## config.mk

```make
export PLATFORM = sky130hd
export DESIGN_NAME = count_n_modal
export DESIGN_NICKNAME = d
export VERILOG_FILES = /design/src/rtl/count_n_modal_pkg.sv /design/src/rtl/count_n_modal_prescale.sv /design/src/rtl/count_n_modal.sv
export SDC_FILE = /design/constraint.sdc
export NUM_CORES = 1
export LEC_CHECK = 0
export ABC_AREA = 1
export CORE_MARGIN = 4
export CORE_UTILIZATION = 45
export CTS_CLUSTER_DIAMETER = 60
export CTS_CLUSTER_SIZE = 14
export DETAILED_ROUTE_END_ITERATION = 10
export PLACE_DENSITY = 0.71
export SKIP_LAST_GASP = 1
export SLEW_MARGIN = 20
export SYNTH_ARGS = -nofsm -noshare
export SYNTH_HDL_FRONTEND = slang
export SYNTH_HIERARCHICAL = 1
export SYNTH_SLANG_ARGS = --single-unit
```

## constraint.sdc

```tcl
create_clock -name clk -period 3.6 [get_ports clk]
set_clock_uncertainty 0.15 [all_clocks]
set_input_delay 0.54 -clock clk [delete_from_list [all_inputs] [get_ports clk]]
set_output_delay 0.54 -clock clk [all_outputs]
set_load 0.05 [all_outputs]
```

## src/rtl/count_n_modal_pkg.sv

```systemverilog
// count_n_modal_pkg: mode and one-shot state encodings shared by the counter.
package count_n_modal_pkg;
  localparam logic [1:0] MODE_WRAP    = 2'b00;
  localparam logic [1:0] MODE_SAT     = 2'b01;
  localparam logic [1:0] MODE_ONESHOT = 2'b10;
  typedef enum logic [1:0] {
    IDLE = 2'd0,
    RUN  = 2'd1,
    DONE = 2'd2
  } state_e;
endpackage

```

## src/rtl/count_n_modal_prescale.sv

```systemverilog
// count_n_modal_prescale: clock-enable divider, ticks every prescale+1 enabled cycles.
module count_n_modal_prescale #(
  parameter int PRE_W = 4
) (
  input  logic             clk,
  input  logic             res,
  input  logic             EN,
  input  logic             clr,
  input  logic [PRE_W-1:0] prescale,
  output logic             tick
);
  logic [PRE_W-1:0] pc_q, pc_d;
  assign tick = EN && (pc_q == prescale);
  // a phase left above a lowered prescale restarts without ticking
  always_comb pc_d = (clr || (EN && pc_q >= prescale)) ? '0 : EN ? pc_q + 1'b1 : pc_q;
  always_ff @(posedge clk or negedge res)
    if (!res) pc_q <= '0;
    else      pc_q <= pc_d;
endmodule

```

## src/rtl/count_n_modal.sv

```systemverilog
// count_n_modal: N-bit up/down counter with wrap, saturate and one-shot modes.
module count_n_modal
  import count_n_modal_pkg::*;
#(
  parameter int WIDTH   = 8,
  parameter int MAX_VAL = 2**WIDTH-1,
  parameter int PRE_W   = 4
) (
  input  logic             clk,
  input  logic             res,
  input  logic             EN,
  input  logic             load,
  input  logic [WIDTH-1:0] CNT_In,
  input  logic             up_dn,
  input  logic [1:0]       mode,
  input  logic [PRE_W-1:0] prescale,
  output logic [WIDTH-1:0] CNT,
  output logic             TC,
  output logic             done
);
  localparam logic [WIDTH-1:0] MAXV = WIDTH'(MAX_VAL);
  logic [WIDTH-1:0] cnt_q, cnt_d, step, target, ld_val;
  logic             tc_q, tc_d, tick, term, hit, oneshot;
  state_e           st_q, st_d;
  count_n_modal_prescale #(.PRE_W(PRE_W)) u_pre (
    .clk(clk), .res(res), .EN(EN), .clr(load), .prescale(prescale), .tick(tick)
  );
  assign oneshot = mode == MODE_ONESHOT;
  assign target  = up_dn ? MAXV : '0;
  assign term    = cnt_q == target;
  assign step    = up_dn ? cnt_q + 1'b1 : cnt_q - 1'b1;
  assign hit     = term || step == target;
  assign ld_val  = CNT_In > MAXV ? MAXV : CNT_In;
  always_comb begin
    cnt_d = cnt_q;
    tc_d  = 1'b0;
    st_d  = oneshot ? st_q : IDLE;
    if (load) begin
      cnt_d = ld_val;
      st_d  = oneshot ? RUN : IDLE;
    end else if (tick) begin
      if (mode == MODE_SAT) begin
        cnt_d = term ? cnt_q : step;
        tc_d  = !term && step == target;
      end else if (oneshot) begin
        if (st_q == RUN) begin
          cnt_d = term ? cnt_q : step;
          tc_d  = hit;
          st_d  = hit ? DONE : RUN;
        end
      end else begin
        cnt_d = term ? (up_dn ? '0 : MAXV) : step;
        tc_d  = term;
      end
    end
  end
  always_ff @(posedge clk or negedge res)
    if (!res) begin
      cnt_q <= '0;
      tc_q  <= 1'b0;
      st_q  <= IDLE;
    end else begin
      cnt_q <= cnt_d;
      tc_q  <= tc_d;
      st_q  <= st_d;
    end
  assign CNT  = cnt_q;
  assign TC   = tc_q;
  assign done = st_q == DONE;
endmodule

```

# --- Word level (Yosys, flattened, before mapping) ---
# Cells that the tools add are included.
op_classes:
  add_sub_neg: 3
  magnitude_cmp: 2
  n_eq_ne: 8
  n_mux: 26
  n_reduce_logical: 9
op_table:
  columns: ["cell", "n"]
  rows:
  - ["two-way mux 8 bit", 11]
  - ["equality test 8 bit", 2]
  - ["two-way mux 2 bit", 7]
  - ["adder 8 x 1 -> 8 bit, second input constant", 1]
  - ["greater-than comparator 8 bit, second input constant", 1]
  - ["two-way mux 4 bit", 2]
  - ["subtractor 8 x 1 -> 8 bit, second input constant", 1]
  - ["two-way mux 1 bit", 6]
  - ["adder 4 x 1 -> 4 bit, second input constant", 1]
  - ["equality test 2 x 1 -> 1 bit, second input constant", 2]
  - ["equality test 2 bit, second input constant", 2]
  - ["equality test 4 bit", 1]
  - ["greater-or-equal comparator 4 bit", 1]
  - ["!= test 4 x 2 -> 1 bit, second input constant", 1]
  - ["nonzero test 2 bit", 2]
  - ["logical AND 1 bit", 3]
  - ["logical OR 1 bit", 2]
  - ["AND reduction 2 bit", 1]
  - ["logical NOT 1 bit", 1]
totals:
  register_bits: 15
  inputBits: 19
  output_inout_bits: 10
  elab_cells: 52

# --- Logic depth before layout (Yosys ltp) ---
logic_depth:
  depth_word: 10
  ltp_mapped: 16

# --- Modules after synthesis ---
# Netlist, hierarchy kept.
modules_own_cells:
  columns: ["mod", "n_inst", "cells_per_inst", "area_per_inst_um2"]
  rows:
  - ["count_n_modal", 1, 183, 1167.4]
  - ["count_n_modal_prescale", 1, 46, 350.3]

# --- Least setup slack after synthesis ---
# No wires, ideal clock.
synth_path:
  kind: "register to register"
  start: "register cnt_q[0] (netlist: CNT[0])"
  end: "register st_q[0]"
  t_arrival_ps: 2162
  t_required_ps: 3320
  slack_ps: 1158
  stages_incl_launch_ff: 16
  n_path_buf: 1
  synth_period_minus_slack_ps: 2442
  cell_sequence: "dfrtp_1 -> buf_6 -> inv_1 -> fa_1 -> nor2_1 -> o21ai_0 -> nand2_1 -> nand2_1 -> nor2_1 -> nand2_1 -> nand2_1 -> nand2_2 -> nand2_2 -> nand2_1 -> nand2_1 -> a21oi_2"
synth_between:
  elab_chain_len: 10
synth_rtl:
  columns: ["element", "line", "text"]
  rows:
  - ["start: declaration", "count_n_modal.sv:22", "logic [WIDTH-1:0] cnt_q, cnt_d, step, target, ld_val;"]
  - ["start signal: assignment", "count_n_modal.sv:63", "cnt_q <= cnt_d;"]
  - ["subtractor 8 x 1 -> 8 bit or adder 8 x 1 -> 8 bit (tied branches)", "count_n_modal.sv:31", "assign step = up_dn ? cnt_q + 1'b1 : cnt_q - 1'b1;"]
  - ["two-way mux 8 bit", "count_n_modal.sv:31", null]
  - ["equality test 8 bit", "count_n_modal.sv:32", "assign hit = term || step == target;"]
  - ["logical OR 1 bit *", "count_n_modal.sv:32", null]
  - ["two-way mux 2 bit *", "count_n_modal.sv:49", "st_d = hit ? DONE : RUN;"]
  - ["two-way mux 2 bit *", "count_n_modal.sv:46", "if (st_q == RUN) begin"]
  - ["two-way mux 2 bit *", "count_n_modal.sv:45", "end else if (oneshot) begin"]
  - ["two-way mux 2 bit *", "count_n_modal.sv:42", "if (mode == MODE_SAT) begin"]
  - ["two-way mux 2 bit *", "count_n_modal.sv:41", "end else if (tick) begin"]
  - ["two-way mux 2 bit *", "count_n_modal.sv:38", "if (load) begin"]
  - ["net st_d[0]", "count_n_modal.sv:24", "state_e st_q, st_d;"]
  - ["end signal: assignment", "count_n_modal.sv:65", "st_q <= st_d;"]
  - ["end: declaration", "count_n_modal.sv:24", null]
# The timed path passes the listed nets; every way through them passes the cells marked *.
# A chain may end at the register's enable or synchronous reset.

# --- Worst setup path after layout ---
layout_path:
  start: "input port up_dn"
  end: "register cnt_q[4] (netlist: CNT[4])"
layout_between:
  elab_chain_len: 8
layout_rtl:
  columns: ["element", "line", "text"]
  rows:
  - ["start: declaration", "count_n_modal.sv:14", "input logic up_dn,"]
  - ["two-way mux 8 bit", "count_n_modal.sv:29", "assign target = up_dn ? MAXV : '0;"]
  - ["equality test 8 bit", "count_n_modal.sv:30", "assign term = cnt_q == target;"]
  - ["two-way mux 8 bit", "count_n_modal.sv:43, count_n_modal.sv:47", null]
  - ["two-way mux 8 bit", "count_n_modal.sv:46", null]
  - ["two-way mux 8 bit", "count_n_modal.sv:45", null]
  - ["two-way mux 8 bit *", "count_n_modal.sv:42", null]
  - ["two-way mux 8 bit *", "count_n_modal.sv:41", null]
  - ["two-way mux 8 bit *", "count_n_modal.sv:38", null]
# Mark *: on every way between the ends. The rest lies on a longest branch, timed or not. The select of a mux whose other input is x is not followed.

==> flow_summary.toml <==
[status]
outcome = "complete, no violations"

[timing]
layout_min_cycle_time_ns = 2.88
fin_hold_ws_ns = 0.404
drv_slew = 0
rsz0062_at_grt = "no"
finalSetupViolCount = 0
max-slew-margin-rel = 0.538
finalHoldViolations = 0
finalCritPeriodShare = 0.800
tightest_slew_ns = 0.690
clock.fmax_ghz = 0.347
setup_tns_ns = 0

[route]
drt_pass1_iterations = 4
vias = 1530
ant_nets = 0
avgViaCountPerCell = 5.03
drt_iter0_markers = 75
drcViolationCount = 0
totalWireLength_um = 3480
avgRoutedWirePerCell_um = 11.5

[setup_path]
ff2ff_setup_slack_ns = 1.20
critPathMaxFanout = 9
endpoint_kind = "flip-flop"
ff2ff_path_depth = 14
arrival_ns = 2.93
cp.required_ns = 3.65
worstSetupEndpoint = "CNT[4]"
crit_start = "up_dn"
worstReg2RegStart = "CNT[0]"
crit_path_start_kind = "primary input"
reg2reg_to = "st_q[0]"
crit_type = "in -> reg"

[floorplanning]
die_h_um = 66.1
num_io_pins = 29
initial_core_util = 0.485
die_w_um = 66.1
die-area_um2 = 4370
rows = 20
core_area_um2 = 3130

[placement]
place.gp.congestion = 0.904
port_buffers = 28
hpwl_um = 2910

[clock_network]
cts_sinks = 15
cts_max_path_buffers = 2
clk_pin_slew_worst_paths_ns = 0.09
hold_buffers = 0
post_cts_buffers = 0
numCtsBuffers = 3
root_buffer = "clkbuf_4"
cts_tree = "done"
ctsHtreeMaxLevel = 1
post_cts_resized = 0
insertion_delay_ns = 0.28

[grt]
grt_pass1_wl_um = 5890
antenna_found_initial = 0
grt_usage = 0.171
grt_pass1_vias = 1335
grt_max_degree = 17
grt_overflow = 0

[synth]
synthTopCellsByArea = "dfrtp_1 (25%), nand2_1 (16%), ha_1 (9.1%)"
ys_seq_elements = 15
post_synth_instance_area_um2 = 1520
synth-seq-area-share = 0.247
syn_avg_cell_area_um2 = 6.63
synth_top_area_cell = "dfrtp_1"
yosysUniqueCellTypes = 33
ys_warn_count = 6
synth_top_area_share = 0.247
synth_cells = 229
synth_nets = 260

[job]
max_cap_viol_count = 0

[finish]
drive_above_1_share = 0.0885
fin_nets = 292
n_fill_cell = 310
final_core_util = 0.599
final_cell_mix = "nand2_1 (63), inv_1 (36), nor2_1 (29)"
layout_commonest_cell = "nand2_1"
diodes = 0
area_growth_pct = 23.5

[min_path]
hp-class = "reg -> reg"
holdPathStages = 2

[pwr]
peakVddDrop_mv = 0.283
p_per_area_nw_per_um2 = 435
leakagePower_nw = 0.969
==> final cells by class <==
class / instances / area, um^2 / share of cell area
inverter: 38 / 145 / 0.0774
timing repair buffer: 30 / 295 / 0.158
multi-input combinational: 173 / 977 / 0.521
clock buffer: 4 / 26.3 / 0.0140
tap: 44 / 55.1 / 0.0294
sequential: 15 / 375 / 0.200
==> routing by layer <==
metal / wire length, um / vias up / global-route usage
met5: 0 / - / 0
met4: 27 / 0 / 0.0457
met3: 194 / 2 / 0.0204
met2: 1490 / 42 / 0.260
met1: 1770 / 679 / 0.254
li1: - / 807 / -
==> where the power goes <==
group	internal (mW)	switching [mW]	total, mW
registers	0.192	0.0283	0.220
logic	0.189	0.310	0.499
clock network	0.0429	0.0527	0.0956
total	0.424	0.391	0.814
==> kinds of logic after synthesis <==
| group | share of synthesized area |
|---|---|
| adder cells (fa/ha/maj) | 0.104 |
| XOR/XNOR | 0.0396 |
| AND/OR/NAND/NOR | 0.341 |
| buffers and inverters | 0.109 |
| flip-flops | 0.247 |
| AO/OA/AOI/OAI | 0.159 |
==> sequential cells by signal (all words and copies together), names as in the netlist <==
signal and cells:
st_q 2, u_pre/pc_q 4, CNT 8, TC 1
==> stage by stage <==
step	total power [mW]	setup slack, ns	instance area (um^2)	instances
final	0.814	0.719	1870	304
after global routing	0.899	0.550	1870	304
after CTS	0.822	0.765	1870	304
after detailed placement	0.720	0.467	1850	300
after global placement	0.724	0.453	1850	300
after floorplan	0.588	1.16	1520	229
==> worst min path at each step <==
stage                             start       endpoint  slack [ns]
after floorplan                     res         CNT[0]        0.09
after global placement           CNT[2]         CNT[2]        0.37
after detailed placement         CNT[2]         CNT[2]        0.38
after CTS                 u_pre/pc_q[1]  u_pre/pc_q[1]        0.41
after global routing      u_pre/pc_q[1]  u_pre/pc_q[1]        0.44
final                     u_pre/pc_q[1]  u_pre/pc_q[1]        0.40
==> worst max-delay path, cell delays in order <==
cell and delay [ns]:
clkdlybuf4s50_1 0.52, inv_1 0.18, ha_1 0.40, nand2_1 0.12, nor2_1 0.19, nand4_2 0.22
inv_4 0.18, o21ai_4 0.12, o22ai_1 0.19, o21ai_0 0.11, o22ai_1 0.14
==> synth_stat cells, drive strengths merged <==
library cell and number:
nor3b 1, ha 11, fa 1, nor2 32, o22ai 12, xor2 2
a21oi 7, dfrtp 15, buf 2, nand4 4, inv 38, a22oi 1
o21ai 13, a21boi 1, o221ai 2, clkbuf 1, nand2 67, o21bai 1
nand3 14, xnor2 4
Power figures use the tool's default switching activity.
